$ cat config.mk
export PLATFORM = sky130hd
export DESIGN_NAME = mapper_mem_arbiter
export DESIGN_NICKNAME = d
export VERILOG_FILES = /design/src/rtl/mapper_mem_pkg.sv /design/src/rtl/mem_req_slot.sv /design/src/rtl/mapper_mem_arbiter.sv
export SDC_FILE = /design/constraint.sdc
export NUM_CORES = 1
export LEC_CHECK = 0
export ABC_AREA = 1
export CORE_ASPECT_RATIO = 1.25
export CORE_MARGIN = 2
export CORE_UTILIZATION = 54
export CTS_BUF_LIST = sky130_fd_sc_hd__clkbuf_8
export DETAILED_ROUTE_END_ITERATION = 8
export MAX_ROUTING_LAYER = met4
export PLACE_DENSITY = 0.95
export REMOVE_ABC_BUFFERS = 1
export SYNTH_ARGS = -nofsm -noshare
export SYNTH_HDL_FRONTEND = slang
export SYNTH_SLANG_ARGS = --single-unit
$ cat constraint.sdc
create_clock -name clk -period 10.6 [get_ports clk]
set_input_delay 2.12 -clock clk [delete_from_list [all_inputs] [get_ports clk]]
set_output_delay 2.12 -clock clk [all_outputs]
set_load 0.005 [all_outputs]
$ cat src/rtl/mapper_mem_pkg.sv
// Shared types and constants for the mapper-to-memory arbiter.
package mapper_mem_pkg;

    // Width of a mapped PRG/CHR address.
    localparam int ADDR_W = 22;

    // Bit in flags_out that marks a PRG access as targeting mapper registers.
    localparam int FLAG_PRG_BUS_WRITE = 1;

    // Arbiter FSM states.
    typedef enum logic [1:0] {
        IDLE    = 2'd0,
        PRG_ACC = 2'd1,
        CHR_ACC = 2'd2
    } state_e;

    // Which side received the most recent grant. This is used for tie alternation.
    typedef enum logic {
        GRANT_PRG = 1'b0,
        GRANT_CHR = 1'b1
    } grant_e;

    // One captured memory access.
    typedef struct packed {
        logic [ADDR_W-1:0] addr;
        logic              we;
        logic [7:0]        wdata;
    } access_t;

endpackage

$ cat src/rtl/mem_req_slot.sv
// One pending-access slot. A new capture overwrites the stored access
// (newest wins). When set and clear arrive together, set wins. This way an
// access that arrives while the slot is being granted is kept pending.
module mem_req_slot
    import mapper_mem_pkg::*;
(
    input  logic    clk,
    input  logic    reset,
    input  logic    set_i,
    input  access_t acc_i,
    input  logic    clr_i,
    output logic    pend_o,
    output access_t acc_o
);

    logic    pend_q, pend_d;
    access_t acc_q,  acc_d;

    // Next-state: set has priority over clear; a clear leaves the stored payload alone.
    always_comb begin
        // NOTE: every signal assigned here gets a default first, otherwise a latch is inferred.
        pend_d = pend_q;
        acc_d  = acc_q;
        if (set_i) begin
            pend_d = 1'b1;
            acc_d  = acc_i;
        end else if (clr_i) begin
            pend_d = 1'b0;
        end
    end

    // Slot registers.
    always_ff @(posedge clk or posedge reset) begin
        // NOTE: sequential state uses non-blocking (<=) so every flop samples pre-edge values.
        if (reset) begin
            pend_q <= 1'b0;
            acc_q  <= '0;
        end else begin
            pend_q <= pend_d;
            acc_q  <= acc_d;
        end
    end

    assign pend_o = pend_q;
    assign acc_o  = acc_q;

endmodule

$ cat src/rtl/mapper_mem_arbiter.sv
// Arbitrates mapped CPU (PRG) and PPU (CHR) accesses onto one external
// memory port that uses a req/ack handshake. Mapper register reads and
// open-bus reads are served locally without using memory.
module mapper_mem_arbiter
    import mapper_mem_pkg::*;
#(
    parameter int         TIMEOUT       = 64,
    parameter logic [7:0] OPEN_BUS_INIT = 8'hFF
) (
    input  logic              clk,
    input  logic              reset,
    input  logic              ce,
    input  logic [ADDR_W-1:0] prg_aout,
    input  logic              prg_read,
    input  logic              prg_write,
    input  logic [7:0]        prg_din,
    input  logic              prg_allow,
    input  logic [7:0]        prg_dout,
    input  logic [15:0]       flags_out,
    input  logic [ADDR_W-1:0] chr_aout,
    input  logic              chr_strobe,
    input  logic              chr_write,
    input  logic [7:0]        chr_wdata,
    input  logic              chr_allow,
    output logic              mem_req,
    output logic              mem_we,
    output logic [ADDR_W-1:0] mem_addr,
    output logic [7:0]        mem_wdata,
    input  logic              mem_ack,
    input  logic [7:0]        mem_rdata,
    output logic [7:0]        cpu_data,
    output logic [7:0]        ppu_data,
    output logic              cpu_busy,
    output logic              timeout_err
);

    localparam int TW = $clog2(TIMEOUT + 1);

    // Only the bus-write flag matters to this block.
    logic unused_flags;
    assign unused_flags = ^{flags_out[15:FLAG_PRG_BUS_WRITE+1], flags_out[FLAG_PRG_BUS_WRITE-1:0]};

    // ---------------- capture qualification ----------------
    logic cpu_cap, bus_reg, reg_read, prg_set, chr_set;
    assign cpu_cap  = ce & (prg_read | prg_write);
    assign bus_reg  = flags_out[FLAG_PRG_BUS_WRITE];
    assign reg_read = cpu_cap & prg_read & bus_reg;
    // Mapper-register ops, disallowed reads (open bus) and disallowed writes never reach memory.
    assign prg_set  = cpu_cap & ~bus_reg & prg_allow;
    // A CHR write that the mapper does not permit becomes a no-op.
    assign chr_set  = chr_strobe & ~(chr_write & ~chr_allow);

    access_t prg_new, chr_new, prg_acc, chr_acc;
    assign prg_new = '{addr: prg_aout, we: prg_write, wdata: prg_din};
    assign chr_new = '{addr: chr_aout, we: chr_write, wdata: chr_wdata};

    logic prg_pend, chr_pend, prg_clr, chr_clr;

    mem_req_slot u_prg_slot (
        .clk    (clk),
        .reset  (reset),
        .set_i  (prg_set),
        .acc_i  (prg_new),
        .clr_i  (prg_clr),
        .pend_o (prg_pend),
        .acc_o  (prg_acc)
    );

    mem_req_slot u_chr_slot (
        .clk    (clk),
        .reset  (reset),
        .set_i  (chr_set),
        .acc_i  (chr_new),
        .clr_i  (chr_clr),
        .pend_o (chr_pend),
        .acc_o  (chr_acc)
    );

    // ---------------- registers ----------------
    state_e            state_q,       state_d;
    grant_e            last_grant_q,  last_grant_d;
    logic [TW-1:0]     timer_q,       timer_d;
    logic              mem_req_q,     mem_req_d;
    logic              mem_we_q,      mem_we_d;
    logic [ADDR_W-1:0] mem_addr_q,    mem_addr_d;
    logic [7:0]        mem_wdata_q,   mem_wdata_d;
    logic [7:0]        cpu_data_q,    cpu_data_d;
    logic [7:0]        ppu_data_q,    ppu_data_d;
    logic              cpu_busy_q,    cpu_busy_d;
    logic              timeout_err_q, timeout_err_d;

    logic grant_prg, prg_done;
    // On a tie, the side that did not win last time is granted.
    assign grant_prg = prg_pend & (~chr_pend | (last_grant_q == GRANT_CHR));

    // FSM, timer and data-return next-state logic.
    always_comb begin
        state_d       = state_q;
        last_grant_d  = last_grant_q;
        timer_d       = timer_q;
        mem_req_d     = mem_req_q;
        mem_we_d      = mem_we_q;
        mem_addr_d    = mem_addr_q;
        mem_wdata_d   = mem_wdata_q;
        cpu_data_d    = cpu_data_q;
        ppu_data_d    = ppu_data_q;
        timeout_err_d = timeout_err_q;
        prg_clr       = 1'b0;
        chr_clr       = 1'b0;
        prg_done      = 1'b0;

        case (state_q)
            IDLE: begin
                // A stray ack while idle is ignored.
                if (grant_prg) begin
                    state_d      = PRG_ACC;
                    mem_req_d    = 1'b1;
                    mem_addr_d   = prg_acc.addr;
                    mem_we_d     = prg_acc.we;
                    mem_wdata_d  = prg_acc.wdata;
                    timer_d      = '0;
                    last_grant_d = GRANT_PRG;
                    prg_clr      = 1'b1;
                end else if (chr_pend) begin
                    state_d      = CHR_ACC;
                    mem_req_d    = 1'b1;
                    mem_addr_d   = chr_acc.addr;
                    mem_we_d     = chr_acc.we;
                    mem_wdata_d  = chr_acc.wdata;
                    timer_d      = '0;
                    last_grant_d = GRANT_CHR;
                    chr_clr      = 1'b1;
                end
            end
            PRG_ACC, CHR_ACC: begin
                if (mem_ack) begin
                    if (!mem_we_q) begin
                        if (state_q == PRG_ACC) cpu_data_d = mem_rdata;
                        else                    ppu_data_d = mem_rdata;
                    end
                    mem_req_d = 1'b0;
                    prg_done  = (state_q == PRG_ACC);
                    state_d   = IDLE;
                end else if (timer_q == TW'(TIMEOUT - 1)) begin
                    // Abort: reads return all-ones and the error flag becomes sticky.
                    if (!mem_we_q) begin
                        if (state_q == PRG_ACC) cpu_data_d = 8'hFF;
                        else                    ppu_data_d = 8'hFF;
                    end
                    mem_req_d     = 1'b0;
                    timeout_err_d = 1'b1;
                    prg_done      = (state_q == PRG_ACC);
                    state_d       = IDLE;
                end else begin
                    timer_d = timer_q + 1'b1;
                end
            end
            default: state_d = IDLE;
        endcase

        // A mapper register read is the newest CPU operation, so it takes precedence.
        if (reg_read) cpu_data_d = prg_dout;
    end

    // CPU busy flag: set by a new capture, cleared when its access finishes with nothing queued.
    always_comb begin
        cpu_busy_d = cpu_busy_q;
        if (prg_set)                   cpu_busy_d = 1'b1;
        else if (prg_done && !prg_pend) cpu_busy_d = 1'b0;
    end

    // State registers with asynchronous reset.
    always_ff @(posedge clk or posedge reset) begin
        if (reset) begin
            state_q       <= IDLE;
            last_grant_q  <= GRANT_CHR;
            timer_q       <= '0;
            mem_req_q     <= 1'b0;
            mem_we_q      <= 1'b0;
            mem_addr_q    <= '0;
            mem_wdata_q   <= '0;
            cpu_data_q    <= OPEN_BUS_INIT;
            ppu_data_q    <= '0;
            cpu_busy_q    <= 1'b0;
            timeout_err_q <= 1'b0;
        end else begin
            state_q       <= state_d;
            last_grant_q  <= last_grant_d;
            timer_q       <= timer_d;
            mem_req_q     <= mem_req_d;
            mem_we_q      <= mem_we_d;
            mem_addr_q    <= mem_addr_d;
            mem_wdata_q   <= mem_wdata_d;
            cpu_data_q    <= cpu_data_d;
            ppu_data_q    <= ppu_data_d;
            cpu_busy_q    <= cpu_busy_d;
            timeout_err_q <= timeout_err_d;
        end
    end

    assign mem_req     = mem_req_q;
    assign mem_we      = mem_we_q;
    assign mem_addr    = mem_addr_q;
    assign mem_wdata   = mem_wdata_q;
    assign cpu_data    = cpu_data_q;
    assign ppu_data    = ppu_data_q;
    assign cpu_busy    = cpu_busy_q;
    assign timeout_err = timeout_err_q;

endmodule

==> impl_metrics.py <==
metrics = {
    "critical_path": {
        "critPathMaxFanout": 27,
        "crit_slowest_cell": "clkdlybuf4s50_1",
        "arrival_ps": 4560,
        "worstSetupPathType": "input pin to flop",
        "crit_chain": "clkdlybuf4s50_1, nand2_1, buf_4, nor2_1, a21oi_1",
        "critical_path_buf_inv_count": 2,
        "regToRegSetupSlack_ps": 7440,
        "r2r-start": "last_grant_q",
        "cp_num_cells": 5,
        "critPathLaunchType": "input pin",
        "crit_path_start": "prg_allow",
        "ff2ff_path_depth": 6,
        "r2r_end": "state_q[0]",
        "crit_end": "u_prg_slot.acc_o[26]",
        "path_delay_family": "buffers and inverters",
        "critPathMaxStageDelay_ps": 1210,
        "cp-end-kind": "flop",
        "required_ps": 10910,
    },
    "final_layout": {
        "stdcell_count": 855,
        "final_util": 0.738,
        "fin_nets": 819,
        "n_antenna_cell": 0,
        "n_fill_cell": 703,
        "regArea_um2": 3110,
        "drive_gt1_frac": 0.147,
        "multi_input_area_um2": 2080,
        "syn2layout_area_growth_pct": 34.1,
        "fin_area_um2": 7420,
    },
    "floorplan": {
        "die_w_um": 94.5,
        "die_area_um2": 11100,
        "coreArea_um2": 10100,
        "chipHeight_um": 117,
        "rows": 41,
        "start_util": 0.550,
        "io_pins": 152,
    },
    "timing": {
        "worst_pin_slew_ps": 1190,
        "fmax_mhz": 235,
        "fin_skew_ps": 9.01,
        "fin_crit_ps": 4250,
        "maxSlewViolCount": 0,
        "hold_ws_ps": 476,
        "rsz0062_at_grt": "false",
        "setup_ws_ps": 6350,
        "timing.final.crit_share": 0.401,
        "setup_viol": 0,
        "setup_tns_ps": 0,
        "hold_viol_final": 0,
        "relSlewSlack": 0.204,
    },
    "synth": {
        "netlist_instances": 584,
        "async_flop_share": 1.00,
        "synth_edf_count": 0,
        "ys_warn_count": 0,
        "ys_seq_area_frac": 0.563,
        "syn_area_um2": 5530,
        "syn_avg_cell_area_um2": 9.47,
        "ys_types": 33,
        "synthFlopType": "dfrtp_1",
        "ys_ff_latch": 124,
    },
    "place": {
        "placed_cells": 823,
        "io_buffers": 136,
        "gp_congestion": 0.849,
        "pre_cts_ws_ps": 6020,
        "dpl_cell_area_um2": 6970,
        "dp_hpwl_mm": 9.30,
    },
    "cts": {
        "clock_latency_ps": 430,
        "cts_buffers": 17,
        "cts_tree": "yes",
        "cts_hold_buf": 0,
        "htreeDepth": 4,
        "clock_sinks": 124,
        "cts_root_buf": "clkbuf_8",
        "cts_buffer_depth": 2,
        "clk_pin_slew_ps": 70,
        "cts_setup_buffers": 0,
        "cts_resized": 0,
    },
    "pwr": {
        "seqPwrFrac": 0.372,
        "power_switching_mw": 0.674,
        "power.total_mw": 1.95,
        "p_clk_frac": 0.240,
        "intPower_mw": 1.27,
        "power.leakage_nw": 3.47,
        "combPwrFrac": 0.388,
        "vdd_drop_max_uv": 139,
        "pwr_density_cell_nw_per_um2": 263,
        "netSwitchingFraction": 0.346,
    },
    "global_route": {
        "antenna_found_initial": 0,
        "grtUsageTotal": 0.279,
        "overflow": 0,
        "grt_pass1_vias": 4915,
        "grt_pass1_wl_mm": 22.9,
        "grt_max_degree": 66,
    },
    "route": {
        "ant_nets": 0,
        "wl_per_cell_um": 16.2,
        "drc": 0,
        "drt_iter0_drc": 356,
        "drt-vias-per-instance": 5.49,
        "drt_pre_antenna_iters": 5,
        "via_count": 4696,
        "routed_wl_mm": 13.9,
    },
    "min_path": {
        "min-delay-path-class": "flop to flop",
        "holdPathStages": 2,
    },
    "flow_run": {
        "maxCapViolations": 0,
    },
    "status": {
        "status": "completed",
    },
}
-- cells by family after synthesis --
family          count (synthesis)  synth area share
fa+ha+maj                       4           0.00905
simple gates                  232             0.187
mux                            30            0.0611
buf+inv                        89            0.0656
flops                         124             0.563
xor+xnor                        4           0.00633
compound gates                101             0.108
-- placed cells by master (no fill, tap or decap), drive strengths merged --
cell	count
clkdlybuf4s50	136
dfrtp	115
nand2	112
inv	60
nor2	58
nand3	52
o21ai	49
mux2	30
o22ai	29
a21oi	19
clkbuf	18
dfstp	9
or2	8
clkinv	6
bufinv	5
ha	4
buf	4
xor2	3
a31oi	2
clkinvlp	2
nand4	2
o21a	1
xnor2	1
o21bai	1
-- area by class of cell --
| cell class | instances | share of cell area |
|---|---|---|
| clock buffers | 18 | 0.0334 |
| flip-flops and latches | 124 | 0.420 |
| inverters | 59 | 0.0302 |
| well taps | 129 | 0.0218 |
| repair buffers | 140 | 0.188 |
| multi-input cells | 371 | 0.280 |
| clock inverters | 14 | 0.0272 |
-- layer usage --
layer	up-vias	GRT usage	wire length (um)
li1	2170	-	-
met1	2271	0.312	5260
met2	208	0.467	7120
met3	47	0.0666	1010
met4	0	0.141	489
met5	-	-	0
-- registers in the layout (all words and copies together) (netlist names) --
register	flops
u_chr_slot.acc_o	31
u_prg_slot.acc_o	31
mem_addr	22
cpu_data	8
mem_wdata	8
ppu_data	8
timer_q	7
state_q	2
cpu_busy	1
last_grant_q	1
mem_req	1
mem_we	1
timeout_err	1
u_chr_slot.pend_o	1
u_prg_slot.pend_o	1
-- cells in the mapped netlist (all sizes together), types with 3 or more instances --
| cell | n | share of area |
|---|---|---|
| dfstp | 9 | 0.043 |
| nand2 | 112 | 0.082 |
| mux2 | 30 | 0.061 |
| xor2 | 3 | 0.0048 |
| or2 | 8 | 0.0090 |
| inv | 58 | 0.039 |
| ha | 4 | 0.0090 |
| nand3 | 52 | 0.047 |
| clkbuf | 14 | 0.0095 |
| o22ai | 29 | 0.033 |
| o21ai | 49 | 0.051 |
| dfrtp | 115 | 0.52 |
| a21oi | 19 | 0.019 |
| nor2 | 58 | 0.043 |
| buf | 16 | 0.016 |
-- worst min-delay path: stages (launching register included) --
cell and delay (ps):
dfrtp_1 350, nand2_1 50, nand2_1 50
-- power groups by stage --
stage	registers, mW	clock network, mW	logic [mW]
5_1_grt	0.742	0.494	0.843
3_5_place_dp	0.731	0	0.750
2_1_floorplan	0.721	0	0.393
3_3_place_gp	0.721	0	0.714
6_report	0.725	0.468	0.756
4_1_cts	0.725	0.474	0.760
-- worst min path at each step --
stage	slack (ps)	end	startpoint
2_1_floorplan	440	u_prg_slot.acc_o[30]	u_prg_slot.acc_o[30]
3_3_place_gp	450	u_prg_slot.acc_o[22]	u_prg_slot.acc_o[22]
3_5_place_dp	460	u_prg_slot.acc_o[21]	u_prg_slot.acc_o[21]
4_1_cts	480	u_prg_slot.acc_o[21]	u_prg_slot.acc_o[21]
5_1_grt	490	u_prg_slot.acc_o[9]	u_prg_slot.acc_o[9]
6_report	480	u_prg_slot.acc_o[12]	u_prg_slot.acc_o[12]
No activity file was read; power rests on OpenSTA's default activity.
